<file path="src/rtl/csi_video_pkg.sv">
// Shared definitions for the CSI video path: stream FSM encoding and default widths.
package csi_video_pkg;

   localparam int COORD_WIDTH_DEF = 12;
   localparam int DATA_WIDTH_DEF  = 32;

   typedef enum logic [1:0] {
      WAIT_SOF = 2'd0,
      IN_LINE  = 2'd1,
      LINE_GAP = 2'd2
   } vid_state_t;

endpackage

</file>
<file path="src/rtl/video_timing_counter.sv">
// Frame/line timing tracker: sync edge detection, saturating x/y position of the
// current word, frame geometry measurement and line-length consistency check.
//
//   state    | meaning
//   ---------+--------------------------------------------------------------
//   WAIT_SOF | idle between frames, waiting for a frame_sync rising edge
//   IN_LINE  | inside a frame, receiving words of a line
//   LINE_GAP | inside a frame, between lines (line_sync low)
module video_timing_counter
   import csi_video_pkg::*;
#(
   parameter int COORD_WIDTH = COORD_WIDTH_DEF
) (
   input  logic                   clk_i,
   input  logic                   reset_i,
   input  logic                   frame_sync_i,
   input  logic                   line_sync_i,
   input  logic                   clear_err_i,
   output logic                   word_valid,
   output logic                   sof_strobe,
   output logic                   eof_strobe,
   output logic [COORD_WIDTH-1:0] x,
   output logic [COORD_WIDTH-1:0] y,
   output logic [COORD_WIDTH-1:0] frame_width,
   output logic [COORD_WIDTH-1:0] frame_height,
   output logic                   geometry_valid,
   output logic                   line_len_err
);

   localparam logic [COORD_WIDTH-1:0] C_MAX = '1;
   localparam logic [COORD_WIDTH-1:0] C_ONE = COORD_WIDTH'(1);

   function automatic logic [COORD_WIDTH-1:0] sat_inc(input logic [COORD_WIDTH-1:0] v);
      return (v == C_MAX) ? v : v + C_ONE;
   endfunction

   vid_state_t             state, state_next;
   logic                   fs_d;
   logic [COORD_WIDTH-1:0] x_cnt, y_cnt, ref_len;
   logic                   fs_rise, fs_fall, in_frame;
   logic                   line_open, line_close, len_mismatch;
   logic [COORD_WIDTH-1:0] close_len;

   assign fs_rise    = frame_sync_i & ~fs_d;
   assign fs_fall    = ~frame_sync_i & fs_d;
   assign in_frame   = (state != WAIT_SOF);
   assign sof_strobe = (state == WAIT_SOF) & fs_rise;
   assign eof_strobe = in_frame & fs_fall;
   assign word_valid = line_sync_i & (sof_strobe | in_frame);
   assign x          = sof_strobe ? '0 : x_cnt;
   assign y          = sof_strobe ? '0 : y_cnt;

   // A line still open when frame_sync falls (or whose last word arrives on that
   // very cycle) is closed by the EOF edge, so it counts toward height and length.
   assign line_open    = (state == IN_LINE) | line_sync_i;
   assign line_close   = in_frame & (fs_fall ? line_open : ((state == IN_LINE) & ~line_sync_i));
   assign close_len    = line_sync_i ? sat_inc(x_cnt) : x_cnt;
   assign len_mismatch = line_close & (y_cnt != '0) & (close_len != ref_len);

   // Sync delay flop resets high so a frame already in progress at reset
   // release is not mistaken for a new SOF.
   always_ff @(posedge clk_i or negedge reset_i) begin
      if (!reset_i) begin
         state <= WAIT_SOF;
         fs_d  <= 1'b1;
      end else begin
         state <= state_next;
         fs_d  <= frame_sync_i;
      end
   end

   // Next-state decode; frame_sync fall takes priority over line transitions.
   always_comb begin
      state_next = state;
      case (state)
         WAIT_SOF: if (fs_rise) state_next = line_sync_i ? IN_LINE : LINE_GAP;
         IN_LINE: begin
            if (fs_fall)           state_next = WAIT_SOF;
            else if (!line_sync_i) state_next = LINE_GAP;
         end
         LINE_GAP: begin
            if (fs_fall)          state_next = WAIT_SOF;
            else if (line_sync_i) state_next = IN_LINE;
         end
         default: state_next = WAIT_SOF;
      endcase
   end

   // Position counters and the line-0 reference length.
   always_ff @(posedge clk_i or negedge reset_i) begin
      if (!reset_i) begin
         x_cnt   <= '0;
         y_cnt   <= '0;
         ref_len <= '0;
      end else if (sof_strobe) begin
         x_cnt   <= line_sync_i ? C_ONE : '0;
         y_cnt   <= '0;
         ref_len <= '0;
      end else if (eof_strobe) begin
         x_cnt <= '0;
         y_cnt <= '0;
         if (line_close && (y_cnt == '0)) ref_len <= close_len;
      end else if (in_frame) begin
         if (line_sync_i) begin
            x_cnt <= sat_inc(x_cnt);
         end else if (line_close) begin
            x_cnt <= '0;
            y_cnt <= sat_inc(y_cnt);
            if (y_cnt == '0) ref_len <= close_len;
         end
      end
   end

   // Geometry of the last completed frame, captured on the EOF edge.
   always_ff @(posedge clk_i or negedge reset_i) begin
      if (!reset_i) begin
         frame_width    <= '0;
         frame_height   <= '0;
         geometry_valid <= 1'b0;
      end else if (eof_strobe) begin
         frame_width    <= (line_close && (y_cnt == '0)) ? close_len : ref_len;
         frame_height   <= line_open ? sat_inc(y_cnt) : y_cnt;
         geometry_valid <= 1'b1;
      end
   end

   // Sticky length error; a new mismatch beats a simultaneous clear.
   always_ff @(posedge clk_i or negedge reset_i) begin
      if (!reset_i) line_len_err <= 1'b0;
      else          line_len_err <= (line_len_err & ~clear_err_i) | len_mismatch;
   end

endmodule

</file>
<file path="src/rtl/yuv_stream_cropper.sv">
// Crops a word/line window out of the YUV422 stream and emits registered,
// valid-qualified words with SOF/EOL/EOF markers plus geometry/error status.
module yuv_stream_cropper
   import csi_video_pkg::*;
#(
   parameter int DATA_WIDTH  = DATA_WIDTH_DEF,
   parameter int COORD_WIDTH = COORD_WIDTH_DEF
) (
   input  logic                   clk_i,
   input  logic                   reset_i,
   input  logic                   frame_sync_i,
   input  logic                   line_sync_i,
   input  logic [DATA_WIDTH-1:0]  data_i,
   input  logic                   enable_i,
   input  logic [COORD_WIDTH-1:0] crop_x_start_i,
   input  logic [COORD_WIDTH-1:0] crop_x_len_i,
   input  logic [COORD_WIDTH-1:0] crop_y_start_i,
   input  logic [COORD_WIDTH-1:0] crop_y_len_i,
   input  logic                   clear_err_i,
   output logic [DATA_WIDTH-1:0]  data_o,
   output logic                   valid_o,
   output logic                   sof_o,
   output logic                   eol_o,
   output logic                   eof_o,
   output logic [COORD_WIDTH-1:0] frame_width_o,
   output logic [COORD_WIDTH-1:0] frame_height_o,
   output logic                   geometry_valid_o,
   output logic                   line_len_err_o,
   output logic                   frame_trunc_o
);

   localparam int                     EW    = COORD_WIDTH + 1;
   localparam logic [EW-1:0]          E_ONE = EW'(1);
   localparam logic [COORD_WIDTH-1:0] C_MAX = '1;

   logic                   word_valid, sof_strobe, eof_strobe;
   logic [COORD_WIDTH-1:0] x, y;

   logic                   sh_en;
   logic [COORD_WIDTH-1:0] sh_xs, sh_xl, sh_ys, sh_yl;
   logic                   eff_en;
   logic [COORD_WIDTH-1:0] eff_xs, eff_xl, eff_ys, eff_yl;
   logic [EW-1:0]          x_last, y_last;
   logic                   armed, in_x, in_y, keep;
   logic                   sof_n, eol_n, eof_n, trunc_n;
   logic                   first_done, eof_emitted;

   video_timing_counter #(.COORD_WIDTH(COORD_WIDTH)) u_timing (
      .clk_i          (clk_i),
      .reset_i        (reset_i),
      .frame_sync_i   (frame_sync_i),
      .line_sync_i    (line_sync_i),
      .clear_err_i    (clear_err_i),
      .word_valid     (word_valid),
      .sof_strobe     (sof_strobe),
      .eof_strobe     (eof_strobe),
      .x              (x),
      .y              (y),
      .frame_width    (frame_width_o),
      .frame_height   (frame_height_o),
      .geometry_valid (geometry_valid_o),
      .line_len_err   (line_len_err_o)
   );

   // On the SOF cycle the live ports apply directly; afterwards the shadow does.
   assign eff_en = sof_strobe ? enable_i       : sh_en;
   assign eff_xs = sof_strobe ? crop_x_start_i : sh_xs;
   assign eff_xl = sof_strobe ? crop_x_len_i   : sh_xl;
   assign eff_ys = sof_strobe ? crop_y_start_i : sh_ys;
   assign eff_yl = sof_strobe ? crop_y_len_i   : sh_yl;

   // Window end computed one bit wider so start+len never wraps.
   assign x_last = {1'b0, eff_xs} + {1'b0, eff_xl} - E_ONE;
   assign y_last = {1'b0, eff_ys} + {1'b0, eff_yl} - E_ONE;
   assign armed  = eff_en & (eff_xl != '0) & (eff_yl != '0);
   assign in_x   = (x >= eff_xs) & ({1'b0, x} <= x_last);
   assign in_y   = (y >= eff_ys) & ({1'b0, y} <= y_last);
   assign keep   = word_valid & armed & (x != C_MAX) & (y != C_MAX) & in_x & in_y;

   assign sof_n   = keep & (sof_strobe | ~first_done);
   assign eol_n   = keep & ({1'b0, x} == x_last);
   assign eof_n   = eol_n & ({1'b0, y} == y_last);
   assign trunc_n = eof_strobe & armed & ~(eof_emitted | eof_n);

   // Window configuration captured at frame start; mid-frame changes wait.
   always_ff @(posedge clk_i or negedge reset_i) begin
      if (!reset_i) begin
         sh_en <= 1'b0;
         sh_xs <= '0;
         sh_xl <= '0;
         sh_ys <= '0;
         sh_yl <= '0;
      end else if (sof_strobe) begin
         sh_en <= enable_i;
         sh_xs <= crop_x_start_i;
         sh_xl <= crop_x_len_i;
         sh_ys <= crop_y_start_i;
         sh_yl <= crop_y_len_i;
      end
   end

   // Per-frame progress: first kept word seen, window end emitted.
   always_ff @(posedge clk_i or negedge reset_i) begin
      if (!reset_i) begin
         first_done  <= 1'b0;
         eof_emitted <= 1'b0;
      end else if (sof_strobe) begin
         first_done  <= keep;
         eof_emitted <= eof_n;
      end else begin
         first_done  <= first_done | keep;
         eof_emitted <= eof_emitted | eof_n;
      end
   end

   // Output register stage: one cycle of latency, order preserved.
   always_ff @(posedge clk_i or negedge reset_i) begin
      if (!reset_i) begin
         data_o        <= '0;
         valid_o       <= 1'b0;
         sof_o         <= 1'b0;
         eol_o         <= 1'b0;
         eof_o         <= 1'b0;
         frame_trunc_o <= 1'b0;
      end else begin
         if (keep) data_o <= data_i;
         valid_o       <= keep;
         sof_o         <= sof_n;
         eol_o         <= eol_n;
         eof_o         <= eof_n;
         frame_trunc_o <= trunc_n;
      end
   end

endmodule

</file>
<file path="config.mk">
export PLATFORM = sky130hd
export DESIGN_NAME = yuv_stream_cropper
export DESIGN_NICKNAME = d
export VERILOG_FILES = /design/src/rtl/csi_video_pkg.sv /design/src/rtl/video_timing_counter.sv /design/src/rtl/yuv_stream_cropper.sv
export SDC_FILE = /design/constraint.sdc
export NUM_CORES = 1
export LEC_CHECK = 0
export ABC_AREA = 1
export BUFFER_PORTS_ARGS = -buffer_cell sky130_fd_sc_hd__buf_4
export CAP_MARGIN = 20
export CORE_MARGIN = 4
export CORE_UTILIZATION = 35
export CTS_CLUSTER_SIZE = 10
export DETAILED_ROUTE_END_ITERATION = 12
export HOLD_SLACK_MARGIN = 0.02
export SKIP_CTS_REPAIR_TIMING = 1
export SYNTH_ARGS = -nofsm -noshare
export SYNTH_HDL_FRONTEND = slang
export SYNTH_SLANG_ARGS = --single-unit
</file>
<file path="constraint.sdc">
create_clock -name clk_i -period 5.9 [get_ports clk_i]
set_input_delay 0 -clock clk_i [delete_from_list [all_inputs] [get_ports clk_i]]
set_output_delay 0 -clock clk_i [all_outputs]
set_load 0.01 [all_outputs]
</file>
# ---- Word level (Yosys, flattened, before mapping)
# Cells that the tools add are included.
dict set report totals {
  inputBits 86
  wordCells 135
  register_bits 153
}
dict set report op_classes {
  bitwise 36
  eq_ne 13
  n_reduce_logical 15
  addsub 6
  magnitude_cmp 4
  n_mux 39
}
# cell count
set op_table {}
lappend op_table {{12-bit two-way mux} 27}
lappend op_table {{12-bit nonzero test} 3}
lappend op_table {{12-bit by 12-bit adder with 13-bit output} 2}
lappend op_table {{12-bit by 13-bit == test with 1-bit output} 2}
lappend op_table {{12-bit by 13-bit <= comparator with 1-bit output} 2}
lappend op_table {{13-bit by 1-bit subtractor with 13-bit output, second input constant} 2}
lappend op_table {{12-bit by 1-bit adder with 12-bit output, second input constant} 2}
lappend op_table {{1-bit bitwise AND} 24}
lappend op_table {{12-bit == test, second input constant} 2}
lappend op_table {{12-bit >= comparator} 2}
lappend op_table {{12-bit != test, second input constant} 2}
lappend op_table {{12-bit logical NOT} 1}
lappend op_table {{2-bit two-way mux} 6}
lappend op_table {{12-bit != test} 1}
lappend op_table {{3-bit nonzero test} 3}
lappend op_table {{3-bit by 2-bit != test with 1-bit output, second input constant} 2}
lappend op_table {{1-bit NOT} 6}
lappend op_table {{1-bit OR} 6}
lappend op_table {{2-bit one-hot mux with 3 select lines} 1}
lappend op_table {{3-bit AND reduction} 2}
lappend op_table {{1-bit two-way mux} 5}
lappend op_table {{4-bit AND reduction} 1}
lappend op_table {{4-bit nonzero test} 1}
lappend op_table {{3-bit by 1-bit != test with 1-bit output, second input constant} 1}
lappend op_table {{7 further kinds} 7}

# ---- Longest topological paths before layout
# Gate-level depths: netlist (run 1).
dict set report logic_depth {
  ltp_word 17
  mapped_depth 34
}

# ---- Modules after synthesis
# From an unflattened synthesis (run 1), not the netlist that was laid out.
dict set report hier_totals {
  hier_cells 1405
  area_unflattened_um2 10373.7
}
# mod area_each_um2 n_inst cells_each
set modules_own_cells {}
lappend modules_own_cells {yuv_stream_cropper 6274.8 1 816}
lappend modules_own_cells {video_timing_counter 4098.9 1 589}

# ---- Least setup slack after synthesis (run 1)
# Ideal clock, no wire load.
dict set report synth_path {
  path_kind {reg-to-reg}
  from {register u_timing.fs_d}
  to {register data_o[10]}
  arrival_ns 4.682
  n_path_buf 4
  setup_ns 0.116
  path_stages_with_launch 33
  path_slack_ns 1.102
  cell_sequence {dfstp_2 -> nor2_2 -> nand2_4 -> buf_6 -> clkbuf_1 -> clkbuf_1 -> nand2_1 -> o21ai_0 -> inv_1 -> ha_1 -> inv_1 -> ha_1 -> inv_1 -> fa_1 -> o21ai_0 -> nand4_1 -> o211ai_1 -> nand2_1 -> nand2_1 -> a21oi_1 -> xor2_1 -> ha_1 -> nand2_1 -> inv_1 -> a221oi_1 -> nand2_1 -> nand3_1 -> nand2_1 -> inv_1 -> nand2_8 -> buf_2 -> nand2_1 -> nand2_1}
}
dict set report synth_via {
  word_cells_on_any_way 33
  cone_classes {add/sub: 4; order compare: 4; eq/ne: 2; mux: 7; bitwise: 14; reduce/logical: 2}
}
# item line_no
set synth_lines {}
lappend synth_lines {{from (decl)} video_timing_counter.sv:38} ;# logic fs_d;
lappend synth_lines {{from (signal assigned)} video_timing_counter.sv:68} ;# fs_d <= frame_sync_i;
lappend synth_lines {{1-bit NOT *} video_timing_counter.sv:44} ;# assign fs_rise = frame_sync_i & ~fs_d;
lappend synth_lines {{1-bit bitwise AND *} video_timing_counter.sv:44}
lappend synth_lines {{1-bit bitwise AND *} video_timing_counter.sv:47} ;# assign sof_strobe = (state == WAIT_SOF) & fs_rise;
lappend synth_lines {{12-bit two-way mux *} --}
lappend synth_lines {{via eff_ys[1]} yuv_stream_cropper.sv:42} ;# logic [COORD_WIDTH-1:0] eff_xs, eff_xl, eff_ys, eff_yl;
lappend synth_lines {{12-bit by 12-bit adder with 13-bit output} yuv_stream_cropper.sv:74} ;# assign y_last = {1'b0, eff_ys} + {1'b0, eff_yl} - E_ONE;
lappend synth_lines {{13-bit by 1-bit subtractor with 13-bit output} yuv_stream_cropper.sv:74}
lappend synth_lines {{12-bit by 13-bit <= comparator with 1-bit output} yuv_stream_cropper.sv:77} ;# assign in_y = (y >= eff_ys) & ({1'b0, y} <= y_last);
lappend synth_lines {{1-bit bitwise AND *} yuv_stream_cropper.sv:77}
lappend synth_lines {{1-bit bitwise AND *} yuv_stream_cropper.sv:78} ;# assign keep = word_valid & armed & (x != C_MAX) & (y != C_MAX) & in_x & in_y;
lappend synth_lines {{to (signal assigned)} yuv_stream_cropper.sv:126} ;# if (keep) data_o <= data_i;
lappend synth_lines {{to (decl)} yuv_stream_cropper.sv:20} ;# output logic [DATA_WIDTH-1:0] data_o,
# The timed path passes the listed nets; every way through them passes the cells marked *.
# A chain may end at the register's enable or synchronous reset.

# ---- Worst setup path in the final report (run 1)
dict set report layout_path {
  from {register u_timing.state[0]}
  to {register data_o[1]}
}
dict set report layout_via {
  word_cells_on_any_way 33
  cone_classes {add/sub: 4; order compare: 4; eq/ne: 2; mux: 7; bitwise: 12; reduce/logical: 4}
}
# item line_no
set layout_lines {}
lappend layout_lines {{from (decl)} video_timing_counter.sv:37} ;# vid_state_t state, state_next;
lappend layout_lines {{from (signal assigned)} video_timing_counter.sv:67} ;# state <= state_next;
lappend layout_lines {{2-bit logical NOT *} video_timing_counter.sv:47}
lappend layout_lines {{1-bit bitwise AND *} video_timing_counter.sv:47}
lappend layout_lines {{12-bit two-way mux *} --}
lappend layout_lines {{via eff_xs[2]} yuv_stream_cropper.sv:42}
lappend layout_lines {{12-bit by 12-bit adder with 13-bit output} yuv_stream_cropper.sv:73} ;# assign x_last = {1'b0, eff_xs} + {1'b0, eff_xl} - E_ONE;
lappend layout_lines {{13-bit by 1-bit subtractor with 13-bit output} yuv_stream_cropper.sv:73}
lappend layout_lines {{12-bit by 13-bit <= comparator with 1-bit output} yuv_stream_cropper.sv:76} ;# assign in_x = (x >= eff_xs) & ({1'b0, x} <= x_last);
lappend layout_lines {{1-bit bitwise AND *} yuv_stream_cropper.sv:76}
lappend layout_lines {{1-bit bitwise AND * (2 in series)} yuv_stream_cropper.sv:78}
# Marks and branches as above.

==> results of run 1 <==
layout make-up:
type                       instances  area share (%)
sequential                       153            29.0
clock inverter                    15            1.51
timing repair buffer             238            15.2
multi-input combinational        971            40.7
inverter                         237            6.78
tap                              384            3.64
clock buffer                      17            3.22
synth_stat cells, types with 2 or more instances:
cell / instances
nand2_1: 385
inv_1: 230
dfrtp_1: 152
nor2_1: 96
ha_1: 92
o21ai_0: 86
nand3_1: 82
a21oi_1: 60
clkbuf_1: 24
nand4_1: 21
nand3b_1: 16
xor2_1: 15
o22ai_1: 14
o21a_1: 13
or2_2: 13
nand2_2: 11
xnor2_1: 11
o21ai_1: 9
buf_2: 8
o21ai_2: 8
buf_6: 7
inv_2: 6
nor3_1: 6
o211ai_1: 5
a31oi_1: 4
nor2_4: 3
a221oi_1: 2
fa_1: 2
nand3_2: 2
nor4_1: 2
metal layers:
metal	track usage, %	part of all wire, %	vias to the layer above
met1	20.4	42	4493
met5	0	0	-
met2	31.5	52	203
met3	2.99	3.5	44
li1	-	-	4899
met4	5.27	2.2	0
metrics by stage:
stage               hold slack (ns)  util, %
detailed placement            0.129     40.8
floorplan                    -0.296        -
CTS                          -0.329     43.0
finish                      -0.0369     45.8
global route                 0.0260     45.8
global placement              0.128     40.8
where the power goes:
part	switching, W	leakage (nW)	internal, W
Clock	0.000580	0.301	0.000583
Sequential	0.000181	1.92	0.00139
Combinational	0.00266	4.82	0.00174
Total	0.00342	7.04	0.00371
worst paths after layout:
check                      depth (start not counted)                 endpoint  slack (ns)
max                                               28                data_o[1]        0.60
min                                                3                 sh_ys[7]       -0.04
max reg2reg                                       28                data_o[1]        0.60
min reg2reg                                        1  u_timing.geometry_valid        0.47
max in group asynchronous                          3                data_o[1]        4.34
min in group asynchronous                          2  u_timing.frame_width[4]        0.17
worst min-delay path: cells and delay by family:
kind / cells / cell delay, ns
compound gates: 1 / 0.19
buf+inv: 2 / 0.17
cells by family (layout without fill, tap and decap cells):
kind of cell / after synthesis / after routing / share of synthesized area, %
simple gates: 644 / 644 / 27.0
buf+inv: 277 / 507 / 10.8
compound gates: 207 / 207 / 11.2
flops: 153 / 153 / 37.1
fa+ha+maj: 94 / 94 / 11.5
xor+xnor: 26 / 26 / 2.21
==> out/qor.yml, run 1 <==
postPlaceCellArea_um2: 11800
r2r_start: "u_timing.state[0]"
largest_reg_flops: 32
gp_congestion: 0.842
drc_errors: 0
drv_cap: 0
crit_type: "register to register"
clk_latency_ns: 0.45
antenna_left: 0
routed_wl_mm: 28.5
critPathCaptureType: "register"
yosysTopAreaCell: "dfrtp_1"
syn_area_um2: 10300
cpMaxStageDelayCell: "fa_1"
synth_flop_cell: "dfrtp_1"
hold_viol_final: 3
max_freq_mhz: 189
maxSlewHeadroom_pct: 34.1
violations: "negative hold slack"
p_per_area_nw_per_um2: 540
start_kind: "register"
rows: 62
syn_area_per_cell_um2: 7.36
whs_ns: -0.0369
top_register: "data_o"
die_w_um: 180
fin_ws_ns: 0.601
layout_commonest_cell: "nand2_1"
finalNonFillerCells: 2015
cts_tree: "yes"
grt_start_max_net_pins: 88
cts_buffer_depth: 2
worstPathMaxFanout: 56
grt-ovfl-total: 0
crit_start: "u_timing.state[0]"
fin_setup_tns_ns: 0
yosysSeqAreaShare_pct: 37.1
fin_crit_ns: 5.30
dp_slack_ns: 0.454
finalClockSkew_ns: 0.0207
hold_start: "crop_y_start_i[7]"
grt_pass1_wl_mm: 45.9
diodes: 0
clkTransAtPathRegs_ns: 0.07
yosysWarnings: 0
synth-edff-count: 0
clock_sinks: 153
finalSetupViolations: 0
total_power_w: 0.00713
ir_drop_mv: 0.257
track_usage_pct: 17.2
io_pins: 149
synthArstFlopShare_pct: 100
dr_total_vias: 9639
synth_seq_cells: 153
start_util_pct: 35.7
slowest_delay_ns: 0.46
fill_cells: 2895
drive_above_1_share_pct: 14.8
synth.distinct_cells: 46
core_area_um2: 28900
arrival_ns: 5.68
p_leak_nw: 7.04
synth_top_area_share_pct: 36.9
die_h_um: 180
rsz0062_at_grt: "no"
crit_top_cell: "nand2_1"
dieArea_um2: 32300
synthCells: 1401
root_buffer: "clkbuf_16"
crit_required_ns: 6.28
drt_iter0_drc: 411
cts_buffers: 17
synthTopCellsByArea: "dfrtp_1 (37%), nand2_1 (14%), ha_1 (11%)"
crit_buf_inv: 5
cts_max_level: 4
min_path_type: "primary input to register"
outcome: "complete, but fails checks"
io_buffers: 148
multi_input_area_um2: 5370
wire_per_inst_um: 14.2
finalMaxSlewViolations: 0
layout.nets: 1798
most-common-layout-cells: "nand2_1 (385), inv_1 (230), buf_4 (156), dfrtp_1 (152), nor2_1 (96)"
seqCellArea_um2: 3830
syn2layout_area_growth_pct: 28.0
fin_area_um2: 13200
dr.pass1.iters: 5
syn_nets: 1581
path_delay_family: "simple AND/OR/NAND/NOR gates"
antenna_found_initial: 0
dp_hpwl_mm: 20.7
grt_pass1_vias: 9421
post-route-period-util_pct: 89.8
dp.cells: 1903
worstMarginPinSlew_ns: 0.988
viasPerCell: 4.78
Power figures use the tool's default switching activity.
==> run 2: changes to the inputs <==
CORE_MARGIN = default   (was 4)
==> run 2 against run 1 <==
Compared with the run above: the flow still finishes with violations (negative hold slack); flip-flop and latch count did not move; clock power barely moved; worst hold slack improved by 0.0048 ns; critical path depth fell by 1; via count fell by 1.1%; combinational power barely moved; register-to-register slack got worse by 0.07 ns; utilization barely moved; setup slack got worse by 0.066 ns; clock-buffer cell count did not move; critical path type unchanged; critical endpoint is now data_o[22].
==> out/qor.yml, run 2 (same netlist as run 1, synthesis figures left out) <==
outcome: "complete, but fails checks"
violations: "negative hold slack"
worstMarginPinSlew_ns: 0.997  # +0.00900 ns
combPwrFrac_pct: 61.7  # about the same
min_path_type: "primary input to register"
crit_type: "register to register"
start_util_pct: 35.7  # unchanged
cts_buffers: 17  # unchanged
p_seq_share_pct: 22.0  # about the same
syn2layout_area_growth_pct: 27.9  # about the same
arrival_ns: 5.74  # +0.06 ns
root_buffer: "clkbuf_16"
p_switching_w: 0.00346  # +1.0%
worstPathMaxFanout: 37  # -34%
dr.pass1.iters: 6  # +1
diodes: 0  # unchanged
rsz0062_at_grt: "no"
drc_errors: 0  # unchanged
wire_per_inst_um: 14.0  # -0.87%
cts_max_level: 4  # unchanged
cts_tree: "yes"
grt_pass1_vias: 9089  # -3.5%
clkTransAtPathRegs_ns: 0.07  # about the same
max_freq_mhz: 186  # -1.2%
top_register: "data_o"
dp_hpwl_mm: 20.6  # -0.44%
clock_sinks: 153  # unchanged
critPathCaptureType: "register"
dieArea_um2: 30200  # -6.6%
io_pins: 149  # unchanged
start_kind: "register"
antenna_left: 0  # unchanged
drt_iter0_drc: 572  # +39%
clk_latency_ns: 0.44  # about the same
grt_start_max_net_pins: 85  # -3.4%
finalSetupViolations: 0  # unchanged
grt_pass1_wl_mm: 45.0  # -2.0%
drv_cap: 0  # unchanged
most-common-layout-cells: "nand2_1 (385), inv_1 (230), buf_4 (159), dfrtp_1 (152), nor2_1 (96)"
largest_reg_flops: 32  # unchanged
routed_wl_mm: 28.3  # -0.87%
die_w_um: 174  # -3.3%
crit_required_ns: 6.28  # about the same
rows: 62  # unchanged
layout_commonest_cell: "nand2_1"
antenna_found_initial: 0  # unchanged
maxSlewHeadroom_pct: 33.3  # -0.77 points
gp_congestion: 0.840  # -0.27%
track_usage_pct: 18.6  # +1.5 points
drive_above_1_share_pct: 14.9  # +0.12 points
finalMaxSlewViolations: 0  # unchanged
cts_buffer_depth: 2  # unchanged
finalClockSkew_ns: 0.0185  # -0.00220 ns
p_per_area_nw_per_um2: 544  # +0.70%
p_clk_share_pct: 16.3  # about the same
p_leak_nw: 7.04  # about the same
layout.nets: 1798  # unchanged
grt-ovfl-total: 0  # unchanged
die_h_um: 174  # -3.3%
io_buffers: 148  # unchanged
hold_viol_final: 2  # -1
total_power_w: 0.00718  # +0.64%
internal_power_w: 0.00372  # +0.29%
viasPerCell: 4.73  # -1.1%
fin_setup_tns_ns: 0  # unchanged
ir_drop_mv: 0.265  # +2.9%
switching_share_pct: 48.1  # +0.18 points
dr_total_vias: 9532  # -1.1%
post-route-period-util_pct: 90.9  # +1.1 points
fin_crit_ns: 5.37  # +0.0662 ns
core_area_um2: 28900  # unchanged
whs_ns: -0.0321  # +0.00479 ns
==> run 2: changes by cell type in the layout (fill, tap and decap cells not counted), sizes merged <==
cell,previous run,this run
inv,244,246
buf,158,160
clkinv,8,6
dlygate4sd3,80,78
==> run 2: worst paths after layout <==
| kind | start | endpoint | cells past startpoint | slack [ns] |
|---|---|---|---|---|
| min in group asynchronous | reset_i | u_timing.ref_len[5] | 2 | 0.18 |
| max | u_timing.state[0] | data_o[22] | 27 | 0.53 |
| min | crop_x_start_i[1] | sh_xs[1] | 5 | -0.03 |
| max reg2reg | u_timing.state[0] | data_o[22] | 27 | 0.53 |
| min reg2reg | first_done | sof_o | 1 | 0.47 |
| max in group asynchronous | reset_i | sof_o | 3 | 4.31 |
==> run 2: final cells by class <==
cell class              count  area, um2
well taps                 384        480
clock inverters            15        209
fillers                  2936      15700
repair buffers            238       1990
flip-flops and latches    153       3830
inverters                 237        895
multi-input cells         971       5370
clock buffers              17        425
==> run 2: per-layer routing <==
| metal | track usage, % | vias to the layer above | routed length, um | share of wire [%] |
|---|---|---|---|---|
| met3 | 2.85 | 40 | 769 | 2.7 |
| met5 | 0 | - | 0 | 0 |
| met1 | 22.2 | 4407 | 12300 | 44 |
| li1 | - | 4898 | - | - |
| met4 | 6.54 | 0 | 603 | 2.1 |
| met2 | 33.7 | 187 | 14600 | 52 |
==> run 2: worst max-delay path, cell delays in order, from the launching register on <==
cell and delay, ns:
dfrtp_1 0.44, nor2_4 0.41, nand2_4 0.25, buf_4 0.29, o21ai_0 0.43, ha_1 0.32
inv_1 0.06, ha_1 0.28, a21oi_1 0.17, nand2_1 0.11, nand4_1 0.09, o211ai_1 0.13
nand2_1 0.08, nand2_1 0.05, a21oi_1 0.16, xor2_1 0.21, ha_1 0.29, nand2_1 0.09
inv_1 0.04, a221oi_1 0.27, nand2_1 0.09, nand3_1 0.07, nand2_1 0.10, nor2_4 0.21
nand2_8 0.19, inv_6 0.28, nand2_1 0.10, nand2_1 0.07
==> run 2: metrics by stage <==
step	hold WS [ns]	instances	utilization [%]	instance area [um2]	worst slack [ns]
after floorplan	-0.296	1401	-	10300	1.10
after global placement	0.127	1904	40.8	11800	0.608
after detailed placement	0.128	1904	40.8	11800	0.482
after CTS	-0.344	1936	43.0	12400	0.470
after global routing	0.0278	2015	45.7	13200	0.0573
final	-0.0321	2015	45.7	13200	0.535
==> run 2: power by group through the flow <==
stage                     Sequential (W)  Combinational, W  Clock [W]
after global placement           0.00159           0.00429          0
after floorplan                  0.00160           0.00322          0
after detailed placement         0.00160           0.00438          0
final                            0.00158           0.00443    0.00117
after global routing             0.00162           0.00509    0.00124
after CTS                        0.00158           0.00441    0.00119
==> run 3: changes to the inputs <==
BUFFER_PORTS_ARGS = -buffer_cell sky130_fd_sc_hd__buf_2   (was -buffer_cell sky130_fd_sc_hd__buf_4)
GPL_TIMING_DRIVEN = 1   (was default)
==> run 3 against run 2 <==
Compared with the run above: register-to-register slack better by 0.10 ns; global-route usage rose by 0.11 points; final cell count barely moved; worst hold slack improved by 0.0012 ns; the flow still finishes with violations (negative hold slack); flip-flop and latch count unchanged; critical path depth grew 2; utilization down 1.2 points; largest power group unchanged; die area did not move; setup slack better by 0.10 ns; maximum frequency increased by 2.0%.
==> out/qor.yml, run 3 (same netlist as run 1, synthesis figures left out) <==
clk_latency_ns: 0.45  # about the same
p_switching_w: 0.00345  # -0.22%
antenna_left: 0  # unchanged
hold_start: "crop_y_start_i[5]"
cpMaxStageDelayCell: "dfstp_2"
crit_type: "register to register"
p_leak_nw: 6.97  # -1.0%
dp_hpwl_mm: 20.1  # -2.5%
violations: "negative hold slack"
top_register: "data_o"
maxSlewHeadroom_pct: 32.4  # -0.88 points
dr.pass1.iters: 5  # -1
switching_share_pct: 48.4  # +0.31 points
layout_commonest_cell: "nand2_1"
p_per_area_nw_per_um2: 554  # +1.9%
grt-ovfl-total: 0  # unchanged
drc_errors: 0  # unchanged
crit_required_ns: 6.29  # about the same
dieArea_um2: 30200  # unchanged
min_to: "sh_ys[5]"
crit_top_cell: "nand2_1"
start_kind: "register"
finalClockSkew_ns: 0.0159  # -0.00259 ns
worstPathMaxFanout: 37  # unchanged
p_clk_share_pct: 16.6  # +0.3 points
root_buffer: "clkbuf_16"
finalMaxSlewViolations: 0  # unchanged
gp_congestion: 0.864  # +2.9%
post-route-period-util_pct: 89.2  # -1.8 points
diodes: 0  # unchanged
hold_viol_final: 3  # +1
viasPerCell: 4.75  # +0.39%
syn2layout_area_growth_pct: 24.5
drive_above_1_share_pct: 15.2  # +0.29 points
ir_drop_mv: 0.277  # +4.8%
r2r_start: "u_timing.fs_d"
layout.nets: 1800  # +0.11%
cts_max_level: 4  # unchanged
clock_sinks: 153  # unchanged
whs_ns: -0.0309  # +0.00120 ns
largest_reg_flops: 32  # unchanged
cts_tree: "yes"
fin_crit_ns: 5.26  # -0.103 ns
max_freq_mhz: 190  # +2.0%
critPathCaptureType: "register"
die_h_um: 174  # unchanged
reg2reg_depth: 29  # +7.4%
min_delay_path_depth: 3  # -2
cts_buffers: 17  # unchanged
r2r-end: "data_o[14]"
most-common-layout-cells: "nand2_1 (385), inv_1 (230), dfrtp_1 (152), buf_2 (147), nor2_1 (96)"
cts_buffer_depth: 2  # unchanged
wire_per_inst_um: 14.1  # +0.34%
worstMarginPinSlew_ns: 1.01  # +0.0131 ns
combPwrFrac_pct: 61.3  # -0.4 points
internal_power_w: 0.00367  # -1.4%
grt_start_max_net_pins: 86  # +1.2%
grt_pass1_vias: 9278  # +2.1%
total_power_w: 0.00712  # -0.85%
grt_pass1_wl_mm: 45.3  # +0.81%
io_pins: 149  # unchanged
io_buffers: 148  # unchanged
die_w_um: 174  # unchanged
p_seq_share_pct: 22.1  # about the same
routed_wl_mm: 28.4  # +0.44%
drv_cap: 0  # unchanged
rows: 62  # unchanged
arrival_ns: 5.65  # -0.09 ns
track_usage_pct: 18.7  # +0.11 points
min_path_type: "primary input to register"
core_area_um2: 28900  # unchanged
start_util_pct: 35.7  # unchanged
r2r_slack_ns: 0.64  # +0.10 ns
drt_iter0_drc: 548  # -4.2%
clkTransAtPathRegs_ns: 0.09  # +0.02 ns
outcome: "complete, but fails checks"
finalSetupViolations: 0  # unchanged
antenna_found_initial: 0  # unchanged
slowest_delay_ns: 0.39  # -0.05 ns
dr_total_vias: 9579  # +0.49%
[run 3: changes by cell type in the layout (fill, tap and decap cells not counted)]
cell           before  now
buf_12              0    1
buf_2               0  147
buf_4             159   16
clkinv_8            6    5
dlygate4sd3_1      78   75
inv_12              3    4
inv_6               3    4
inv_8               4    3
[run 3: layout make-up]
class | instances | area, um2
multi-input combinational | 971 | 5370
sequential | 153 | 3830
timing repair buffer | 240 | 1640
clock buffer | 17 | 425
fill | 2922 | 16000
tap | 384 | 480
clock inverter | 15 | 206
inverter | 237 | 895
[run 3: worst max-delay path by stage]
stage	start	end	slack (ns)	cells past startpoint
CTS	u_timing.fs_d	data_o[18]	0.44	29
detailed placement	u_timing.fs_d	data_o[18]	0.43	29
global placement	u_timing.fs_d	data_o[22]	0.62	29
floorplan	u_timing.fs_d	data_o[10]	1.10	32
finish	u_timing.fs_d	data_o[14]	0.64	29
global route	u_timing.fs_d	data_o[5]	-0.01	29
[run 3: routing by layer]
metal / wire length [um] / track usage (%)
met5: 0 / 0
met4: 551 / 5.23
met3: 862 / 2.61
met2: 14800 / 35.1
met1: 12200 / 22.0
[run 3: worst max-delay path: cells and delay by family (launching register included)]
kind                     cells  cell delay, ns
AO/OA/AOI/OAI                5            1.14
XOR/XNOR                     1            0.15
adder cells (fa/ha/maj)      4            1.04
buffers and inverters        7            0.93
flip-flops                   1            0.39
AND/OR/NAND/NOR             12            1.52
[run 3: through the flow]
stage	cells	area (um2)	worst slack, ns	util, %	TNS, ns
after floorplan	1401	10300	1.10	-	0
after global placement	1905	11400	0.625	39.6	0
after detailed placement	1905	11400	0.432	39.6	0
after CTS	1937	12100	0.438	41.8	0
after global routing	2017	12800	-0.0105	44.5	-0.0114
final	2017	12800	0.638	44.5	0
[run 3: power by group through the flow]
stage               Combinational (W)  Clock (W)  Sequential, W
floorplan                     0.00322          0        0.00160
global placement              0.00420          0        0.00158
detailed placement            0.00430          0        0.00159
CTS                           0.00433    0.00120        0.00157
global route                  0.00508    0.00124        0.00161
finish                        0.00437    0.00118        0.00157
